### src/rtl/gb_video_pkg.sv
// Shared Game Boy video types and the pixel-to-colour shade map.
// FRAMEBUFFER_SCANOUT_PALETTE_EN selects the DMG green palette instead of grayscale.
package gb_video_pkg;

  localparam int unsigned FB_W      = 160;
  localparam int unsigned FB_H      = 144;
  localparam int unsigned FB_ADDR_W = 16;
  // Raster arithmetic is one bit wider than cx/cy so cx + lead cannot overflow.
  localparam int unsigned POS_W     = 11;

  typedef logic [1:0]  gb_pixel_t;
  typedef logic [23:0] rgb_t;

  function automatic rgb_t shade_to_rgb(input gb_pixel_t px);
    rgb_t c;
`ifdef FRAMEBUFFER_SCANOUT_PALETTE_EN
    unique case (px)
      2'd0: c = 24'h9BBC0F;
      2'd1: c = 24'h8BAC0F;
      2'd2: c = 24'h306230;
      2'd3: c = 24'h0F380F;
    endcase
`else
    unique case (px)
      2'd0: c = 24'hFFFFFF;
      2'd1: c = 24'hAAAAAA;
      2'd2: c = 24'h555555;
      2'd3: c = 24'h000000;
    endcase
`endif
    return c;
  endfunction

endpackage

### src/rtl/scanout_scale_counter.sv
// One axis of the upscaler: maps a raster position to a framebuffer index,
// holding each index for SCALE positions starting at ORIGIN.
module scanout_scale_counter
  import gb_video_pkg::*;
#(
  parameter int unsigned ORIGIN = 80,
  parameter int unsigned SCALE  = 3,
  parameter int unsigned COUNT  = 160
) (
  input  logic             clk,
  input  logic             reset_n,
  input  logic [POS_W-1:0] position,
  input  logic             advance,
  output logic [7:0]       index,
  output logic             in_range
);

  localparam int unsigned EXTENT = COUNT * SCALE;
  localparam int unsigned SUB_W  = (SCALE > 1) ? $clog2(SCALE) : 1;

  logic [SUB_W-1:0] sub_q, sub_d;
  logic [7:0]       idx_q, idx_d;

  assign in_range = (position >= POS_W'(ORIGIN)) && (position < POS_W'(ORIGIN + EXTENT));

  always_comb begin
    sub_d = sub_q;
    idx_d = idx_q;
    if (advance) begin
      if (position == POS_W'(ORIGIN)) begin
        sub_d = '0;
        idx_d = '0;
      end else if (in_range) begin
        if (sub_q == SUB_W'(SCALE - 1)) begin
          sub_d = '0;
          if (idx_q != 8'(COUNT - 1)) idx_d = idx_q + 8'd1;
        end else begin
          sub_d = sub_q + SUB_W'(1);
        end
      end
    end
  end

  // The index reported belongs to the position presented this cycle.
  assign index = idx_d;

  always_ff @(posedge clk or negedge reset_n) begin
    if (!reset_n) begin
      sub_q <= '0;
      idx_q <= '0;
    end else begin
      sub_q <= sub_d;
      idx_q <= idx_d;
    end
  end

endmodule

### src/rtl/framebuffer_scanout.sv
// Framebuffer read-side scanout: reads LEAD pixels ahead of (cx, cy) and emits aligned rgb.
// Define FRAMEBUFFER_SCANOUT_PALETTE_EN for the DMG green palette.
module framebuffer_scanout
  import gb_video_pkg::*;
#(
  parameter int unsigned SCALE        = 3,
  parameter int unsigned H_ACTIVE     = 640,
  parameter int unsigned V_ACTIVE     = 480,
  parameter int unsigned READ_LATENCY = 2,
  parameter rgb_t        BORDER_COLOR = 24'h000000
) (
  input  logic                 clk,
  input  logic                 reset_n,
  input  logic [9:0]           cx,
  input  logic [9:0]           cy,
  input  logic [9:0]           frame_width,
  input  logic [9:0]           frame_height,
  output logic [FB_ADDR_W-1:0] fb_read_addr,
  output logic                 fb_read_en,
  input  gb_pixel_t            fb_read_data,
  output rgb_t                 rgb,
  output logic                 in_window
);

  localparam int unsigned X0   = (H_ACTIVE - FB_W * SCALE) / 2;
  localparam int unsigned Y0   = (V_ACTIVE - FB_H * SCALE) / 2;
  localparam int unsigned LEAD = READ_LATENCY + 2;

  if (FB_W * SCALE > H_ACTIVE || FB_H * SCALE > V_ACTIVE) begin : g_bad_fit
    $error("framebuffer_scanout: scaled picture does not fit the active area");
  end
  if (READ_LATENCY < 1) begin : g_bad_latency
    $error("framebuffer_scanout: READ_LATENCY must be at least 1");
  end

  logic [POS_W-1:0] lx_sum, ly_inc, lx, ly;

  always_comb begin
    lx_sum = {1'b0, cx} + POS_W'(LEAD);
    ly_inc = {1'b0, cy} + POS_W'(1);
    lx     = lx_sum;
    ly     = {1'b0, cy};
    if (lx_sum >= {1'b0, frame_width}) begin
      lx = lx_sum - {1'b0, frame_width};
      ly = (ly_inc >= {1'b0, frame_height}) ? '0 : ly_inc;
    end
  end

  logic [7:0] fb_x, fb_y;
  logic       h_in, v_in, win_la;

  scanout_scale_counter #(
    .ORIGIN (X0),
    .SCALE  (SCALE),
    .COUNT  (FB_W)
  ) u_h_counter (
    .clk      (clk),
    .reset_n  (reset_n),
    .position (lx),
    .advance  (1'b1),
    .index    (fb_x),
    .in_range (h_in)
  );

  // Vertical state moves once per lookahead line, at its column 0.
  scanout_scale_counter #(
    .ORIGIN (Y0),
    .SCALE  (SCALE),
    .COUNT  (FB_H)
  ) u_v_counter (
    .clk      (clk),
    .reset_n  (reset_n),
    .position (ly),
    .advance  (lx == '0),
    .index    (fb_y),
    .in_range (v_in)
  );

  assign win_la = h_in && v_in;

  // Window flag travels with the read so it lines up with fb_read_data.
  logic [LEAD-2:0] win_pipe_q;

  always_ff @(posedge clk or negedge reset_n) begin
    if (!reset_n) begin
      fb_read_addr <= '0;
      win_pipe_q   <= '0;
      rgb          <= '0;
      in_window    <= 1'b0;
    end else begin
      fb_read_addr <= {fb_y, fb_x};
      win_pipe_q   <= {win_pipe_q[LEAD-3:0], win_la};
      in_window    <= win_pipe_q[LEAD-2];
      rgb          <= win_pipe_q[LEAD-2] ? shade_to_rgb(fb_read_data) : BORDER_COLOR;
    end
  end

  assign fb_read_en = win_pipe_q[0];

endmodule

### config.mk
export PLATFORM = sky130hd
export DESIGN_NAME = framebuffer_scanout
export DESIGN_NICKNAME = d
export VERILOG_FILES = /design/src/rtl/gb_video_pkg.sv /design/src/rtl/scanout_scale_counter.sv /design/src/rtl/framebuffer_scanout.sv
export SDC_FILE = /design/constraint.sdc
export NUM_CORES = 1
export LEC_CHECK = 0
export CORE_UTILIZATION = 36
export DETAILED_ROUTE_END_ITERATION = 6
export GPL_TIMING_DRIVEN = 0
export SLEW_MARGIN = 20
export SYNTH_ARGS = -nofsm -noshare
export SYNTH_HDL_FRONTEND = slang
export SYNTH_HIERARCHICAL = 1
export SYNTH_SLANG_ARGS = --single-unit
### constraint.sdc
create_clock -name clk -period 1.35 [get_ports clk]
set_input_delay 0.27 -clock clk [delete_from_list [all_inputs] [get_ports clk]]
set_output_delay 0.27 -clock clk [all_outputs]
set_load 0.02 [all_outputs]
==> results.sh, run 1 <==
export IMPL_route_detailed_drc=0
export IMPL_fin_util_pct=66.4
export IMPL_fin_cells=744
export IMPL_met3_length_um=433
export IMPL_p_leak_nw=2.96
export IMPL_synth_edff_count=0
export IMPL_cts_root_buf="clkbuf_8"
export IMPL_io_buffers=85
export IMPL_drv_slew=0
export IMPL_clock_latency_ns=0.30
export IMPL_via_per_inst=5.31
export IMPL_power_switching_mw=1.87
export IMPL_async_reset_ff_share_pct=100
export IMPL_final_common_cell="buf_4"
export IMPL_combPwrFrac_pct=53.7
export IMPL_critPathMaxStageDelay_ns=0.34
export IMPL_setup_viol=45
export IMPL_met1_length_um=4700
export IMPL_grt_max_degree=33
export IMPL_drive_gt1_share_pct=49.1
export IMPL_fin_crit_ns=3.39
export IMPL_diodes=0
export IMPL_grt_overflow=0
export IMPL_place_worst_setup_slack_ns=-3.22
export IMPL_path_cells="buf_12 > and3_4 > nand2_2 > nor2_4 > xnor2_2 > inv_2 > ha_4 > nor2b_4 > a2111oi_4 > a22o_4 > or3_4 > a211oi_2 > a21o_1 > a21o_1 > o221a_1 > buf_6 > a31oi_4 > a311oi_2"
export IMPL_ir_drop_v=0.000355
export IMPL_cpMostUsedCell="a21o_1"
export IMPL_routed_wl_um=11500
export IMPL_grt_pass1_vias=3800
export IMPL_die_area_mm2=0.0106
export IMPL_synth_flop_cell="dfrtp_1"
export IMPL_p_int_mw=3.11
export IMPL_cp_start_kind="primary input"
export IMPL_seqPwrFrac_pct=29.3
export IMPL_end_kind="flop"
export IMPL_clock_fmax_ghz=0.295
export IMPL_syn_to_final_growth_pct=77.9
export IMPL_core_mm2=0.00986
export IMPL_num_rows=36
export IMPL_io_pins=86
export IMPL_clock_path_buffers=2
export IMPL_ys_warn_count=6
export IMPL_violations="negative setup slack"
export IMPL_die_h_um=103
export IMPL_hold_viol_final=0
export IMPL_ys_seq_area_share_pct=28.5
export IMPL_fin_nets=679
export IMPL_hold_path_class="reg -> reg"
export IMPL_clockPowerShare_pct=17.0
export IMPL_path_max_fanout=5
export IMPL_dpl_hpwl_um=6810
export IMPL_clock_sinks=42
export IMPL_power_density_mw_per_mm2=761
export IMPL_swShare_pct=37.6
export IMPL_status="finished with violations"
export IMPL_dpl_cell_count=650
export IMPL_clk_pin_slew_ns=0.08
export IMPL_syn_area_per_cell_um2=8.69
export IMPL_setup_tns_ns=-72.16
export IMPL_highest_layer="met4"
export IMPL_drt_first_pass_iters=4
export IMPL_synth_seq_cells=42
export IMPL_maxCapViolCount=0
export IMPL_fin_skew_ns=0.00868
export IMPL_fin_hold_ws_ns=0.360
export IMPL_worstPathRequired_ns=1.54
export IMPL_slowest_stage="or3_4"
export IMPL_most_common_layout_cells="buf_4, buf_6, dfrtp_1"
export IMPL_drt_iter0_markers=119
export IMPL_tritoncts="done"
export IMPL_synth_cell_types=80
export IMPL_syn_cell_area_mm2=0.00368
export IMPL_start_util_pct=37.3
export IMPL_cts_made_buffers=5
export IMPL_finalWorstSetupSlack_ns=-2.04
export IMPL_fillers=758
export IMPL_place_congestion=0.886
export IMPL_cp_arrival_ns=3.57
export IMPL_wl_met2_um=6100
export IMPL_cts_htree_levels=2
export IMPL_period_share_pct=251
export IMPL_track_usage_pct=20.6
export IMPL_rsz0062_at_grt="yes"
export IMPL_post_drt_wl_per_cell_um=15.5
export IMPL_antenna_found_initial=0
export IMPL_vias=3953
export IMPL_antenna_left=0
export IMPL_die_w_um=103
export IMPL_grt_pass1_wl_um=17300
export IMPL_netlist_instances=424
export IMPL_critical_path_class="in -> reg"
## cell usage after synthesis, types with 5 or more instances
| cell type | number | area [µm²] |
|---|---|---|
| xor2_1 | 9 | 78.8 |
| o21a_1 | 7 | 52.6 |
| nand4_1 | 12 | 75.1 |
| xnor2_1 | 11 | 96.3 |
| o22ai_1 | 5 | 31.3 |
| inv_1 | 33 | 124 |
| nor3_1 | 13 | 65.1 |
| and3_1 | 8 | 50.1 |
| a21o_1 | 11 | 82.6 |
| a31oi_1 | 10 | 62.6 |
| nand3_1 | 15 | 75.1 |
| nor2_1 | 27 | 101 |
| o31ai_1 | 8 | 60.1 |
| clkbuf_1 | 6 | 22.5 |
| ha_1 | 24 | 300 |
| o21ai_0 | 11 | 55.1 |
| nor2b_1 | 9 | 56.3 |
| a21oi_1 | 17 | 85.1 |
| buf_4 | 22 | 165 |
| nand2_1 | 31 | 116 |
| nand2b_1 | 5 | 31.3 |
| dfrtp_1 | 42 | 1050 |
## per-layer routing
metal,vias up,global-route usage [%]
met5,-,0
met4,0,7.58
met3,22,1.97
met2,124,38.6
met1,1893,24.3
li1,1914,-
## power groups by stage
stage,Sequential (mW),Clock [mW],Combinational (mW)
after floorplan,1.51,0,1.12
after global placement,1.48,0,1.70
after detailed placement,1.48,0,1.72
after CTS,1.45,0.869,2.28
after global routing,1.48,0.922,2.87
final,1.46,0.846,2.68
## sequential cells by signal (all words and copies together), names as in the netlist
register           count
fb_read_addr          16
in_window              1
rgb                    2
u_h_counter/idx_q      8
u_h_counter/sub_q      2
u_v_counter/idx_q      8
u_v_counter/sub_q      2
win_pipe_q             3
## through the flow
step                      instance area, µm²  power, mW
after floorplan                         3870       2.63
after global placement                  4890       3.18
after detailed placement                4910       3.20
after CTS                               5990       4.60
after global routing                    6550       5.27
final                                   6550       4.99
## worst paths after layout
check | from | endpoint | slack, ns | cells past startpoint
min reg2reg | win_pipe_q[1] | win_pipe_q[2] | 0.36 | 0
max | cx[4] | fb_read_addr[11] | -2.04 | 18
min in group asynchronous | reset_n | fb_read_addr[2] | 0.37 | 2
min | win_pipe_q[1] | win_pipe_q[2] | 0.36 | 0
max in group asynchronous | reset_n | rgb[22] | 0.52 | 3
max reg2reg | u_v_counter/idx_q[0] | fb_read_addr[11] | -0.56 | 5
## final cells by class
type | count | area, µm² | share of cell area, %
repair buffers | 173 | 1560 | 23.8
multi-input cells | 325 | 3210 | 49.0
clock inverters | 1 | 5.00 | 0.0764
plain buffers | 30 | 345 | 5.27
well taps | 133 | 166 | 2.54
inverters | 33 | 126 | 1.93
clock buffers | 7 | 86.3 | 1.32
flip-flops and latches | 42 | 1050 | 16.1
## repair_timing
| action | in CTS | in global routing |
|---|---|---|
| endpoints found under the setup margin | 79 | 61 |
| hold buffers | 1 | 0 |
| endpoints found under the hold margin | 10 | 0 |
| pin swaps | 54 | 64 |
| buffers inserted | 57 | 33 |
| gates cloned | 1 | 1 |
| gates resized for setup | 337 | 101 |
## cells by family (layout without fill, tap and decap cells)
family / after synthesis / after routing / share of synthesized area (%)
multiplexers: 5 / 5 / 1.43
AND/OR/NAND/NOR: 157 / 157 / 24.6
adder cells (fa/ha/maj): 25 / 25 / 8.70
AO/OA/AOI/OAI: 109 / 109 / 22.6
other: 2 / 9 / 0.204
flip-flops: 42 / 42 / 28.5
buffers and inverters: 64 / 244 / 9.21
XOR/XNOR: 20 / 20 / 4.76
## critical path: cells and delay by family
family          cells  cell delay [ns]
simple gates        5             0.91
buf+inv             3             0.31
fa+ha+maj           1             0.28
compound gates      8             1.66
xor+xnor            1             0.13
(Power assumes the default switching activity.)
==> run 2: changes to the inputs <==
- ABC_CLOCK_PERIOD_IN_PS: not set -> 1350
- CORE_MARGIN: not set -> 3
- CORE_UTILIZATION: 36 -> 47
- PLACE_DENSITY: not set -> 0.79
==> run 2 against run 1 <==
  * The flow still finishes with violations (negative setup slack)
  * Register-to-register slack worse by 0.07 ns
  * Worst setup slack worse by 0.18 ns
  * Utilization up 21 points
  * Hold slack worse by 0.011 ns
  * Sequential share of layout area up 0.14 points
  * Wire length up 30%
  * Maximum frequency down 5.0%
  * Combinational power up 6%
  * Total power up 11%
  * Design area down 0.84%
  * Critical path depth down 2
  * Largest cell class unchanged
==> results.sh, run 2 (synthesis results as in run 1) <==
export IMPL_dpl_cell_count=616
export IMPL_largest_reg_flops=16
export IMPL_power_density_mw_per_mm2=853
export IMPL_setup_tns_ns=-79.97
export IMPL_drv_slew=0
export IMPL_fin_skew_ns=0.0120
export IMPL_path_max_fanout=8
export IMPL_crit_reg2reg_launch="u_v_counter/idx_q[0]"
export IMPL_routed_wl_um=15000
export IMPL_period_share_pct=264
export IMPL_p_leak_nw=2.92
export IMPL_top_register="fb_read_addr"
export IMPL_multiInputGateArea_mm2=0.00325
export IMPL_grt_overflow=0
export IMPL_setup_viol=58
export IMPL_reg2regPathDepth=5
export IMPL_rsz0062_at_grt="yes"
export IMPL_cts_root_buf="clkbuf_8"
export IMPL_io_pins=86
export IMPL_die_h_um=94.5
export IMPL_clock_path_buffers=2
export IMPL_final_common_cell="buf_4"
export IMPL_via_per_inst=6.44
export IMPL_end_kind="flop"
export IMPL_reg2reg_slack_ns=-0.63
export IMPL_vias=4520
export IMPL_critical_path_class="in -> reg"
export IMPL_track_usage_pct=27.9
export IMPL_io_buffers=85
export IMPL_start_util_pct=49.7
export IMPL_syn_to_final_growth_pct=76.4
export IMPL_core_mm2=0.00741
export IMPL_hold_path_class="in -> async"
export IMPL_fin_nets=671
export IMPL_most_common_layout_cells="buf_4, buf_6, dfrtp_1"
export IMPL_hold_viol_final=0
export IMPL_worstPathRequired_ns=1.52
export IMPL_cp_start_kind="primary input"
export IMPL_grt_pass1_wl_um=20100
export IMPL_drive_gt1_share_pct=49.1
export IMPL_status="finished with violations"
export IMPL_cts_made_buffers=5
export IMPL_place_worst_setup_slack_ns=-3.17
export IMPL_dpl_hpwl_um=6960
export IMPL_die_w_um=94.5
export IMPL_post_drt_wl_per_cell_um=21.4
export IMPL_die_area_mm2=0.00894
export IMPL_slew_headroom_pct=53.8
export IMPL_diodes=0
export IMPL_top_regs="fb_read_addr x16, u_h_counter/idx_q x8, u_v_counter/idx_q x8"
export IMPL_drt_first_pass_iters=6
export IMPL_finalWorstSetupSlack_ns=-2.21
export IMPL_worstReg2RegEnd="fb_read_addr[11]"
export IMPL_drt_iter0_markers=436
export IMPL_ir_drop_v=0.000430
export IMPL_cts_htree_levels=2
export IMPL_clk_pin_slew_ns=0.09
export IMPL_antenna_left=0
export IMPL_violations="negative setup slack"
export IMPL_tightest_slew_ns=0.686
export IMPL_fin_crit_ns=3.56
export IMPL_route_detailed_drc=0
export IMPL_grt_max_degree=35
export IMPL_antenna_found_initial=0
export IMPL_clock_latency_ns=0.31
export IMPL_clock_sinks=42
export IMPL_clock_fmax_ghz=0.281
export IMPL_cp_arrival_ns=3.74
export IMPL_num_rows=31
export IMPL_fin_cells=702
export IMPL_maxCapViolCount=0
export IMPL_tritoncts="done"
export IMPL_regArea_mm2=0.00105
export IMPL_fillers=341
export IMPL_place_congestion=0.915
export IMPL_grt_pass1_vias=4259
-- run 2: changes by cell type in the layout (fill, tap and decap cells not counted), sizes merged --
cell	before	now
buf	149	139
bufinv	0	2
clkdlybuf4s50	22	24
clkinv	1	2
dlymetal6s2s	2	0
inv	33	32
-- run 2: worst max-delay path, cell delays in order --
cell and delay [ns]:
clkdlybuf4s50_1 0.46, inv_1 0.10, ha_4 0.24, and3_2 0.26, a2111oi_4 0.48, buf_4 0.19
a22oi_2 0.10, buf_4 0.23, buf_4 0.16, a21oi_4 0.16, buf_6 0.13, nor4bb_2 0.27
nand3_1 0.18, buf_6 0.19, nand4_1 0.14, o22ai_1 0.15
-- run 2: worst max-delay path by stage --
stage,slack [ns],start,end,cells past startpoint
after floorplan,-2.01,cx[2],fb_read_addr[13],15
after global placement,-3.15,cy[2],u_v_counter/idx_q[7],17
after detailed placement,-3.17,cy[2],u_v_counter/idx_q[7],17
after CTS,-1.99,cx[3],fb_read_addr[15],19
after global routing,-2.53,cx[2],u_h_counter/idx_q[1],15
final,-2.21,frame_width[1],u_h_counter/idx_q[1],16
-- run 2: layout make-up --
cell class / count / area share, %
clock inverters: 3 / 1.06
clock buffers: 5 / 1.06
well taps: 99 / 1.91
plain buffers: 25 / 4.06
inverters: 33 / 1.98
flip-flops and latches: 42 / 16.2
repair buffers: 170 / 23.7
multi-input cells: 325 / 50.0
-- run 2: stage by stage --
stage	power (mW)	utilization [%]	instance area [µm²]	hold WS (ns)
6_report	5.54	87.7	6500	0.349
5_1_grt	5.74	87.7	6500	0.360
4_1_cts	5.01	82.1	6080	0.357
3_5_place_dp	3.21	65.7	4860	0.135
3_3_place_gp	3.15	65.5	4850	0.333
2_1_floorplan	2.63	-	3870	-0.0256
-- run 2: power breakdown --
part,internal (mW),switching (mW),leakage [nW]
logic,1.32,1.52,2.29
registers,1.36,0.134,0.564
clock network,0.741,0.470,0.0683
-- run 2: timing repair --
action / 4_1_cts / 5_1_grt
endpoints found under the setup margin: 79 / 60
pin swaps: 48 / 46
setup buffers: 59 / 25
gates cloned: 1 / 0
hold buffers: 1 / 0
gates resized for setup: 357 / 70
endpoints found under the hold margin: 8 / 0
-- run 2: metal layers --
layer | global-route usage (%) | part of all wire [%] | vias to the layer above | wire length [µm]
li1 | - | - | 1908 | -
met3 | 4.94 | 8.6 | 99 | 1300
met1 | 29.8 | 35 | 2148 | 5280
met4 | 16.8 | 6.3 | 0 | 940
met2 | 50.9 | 50 | 365 | 7510
met5 | 0 | 0 | - | 0
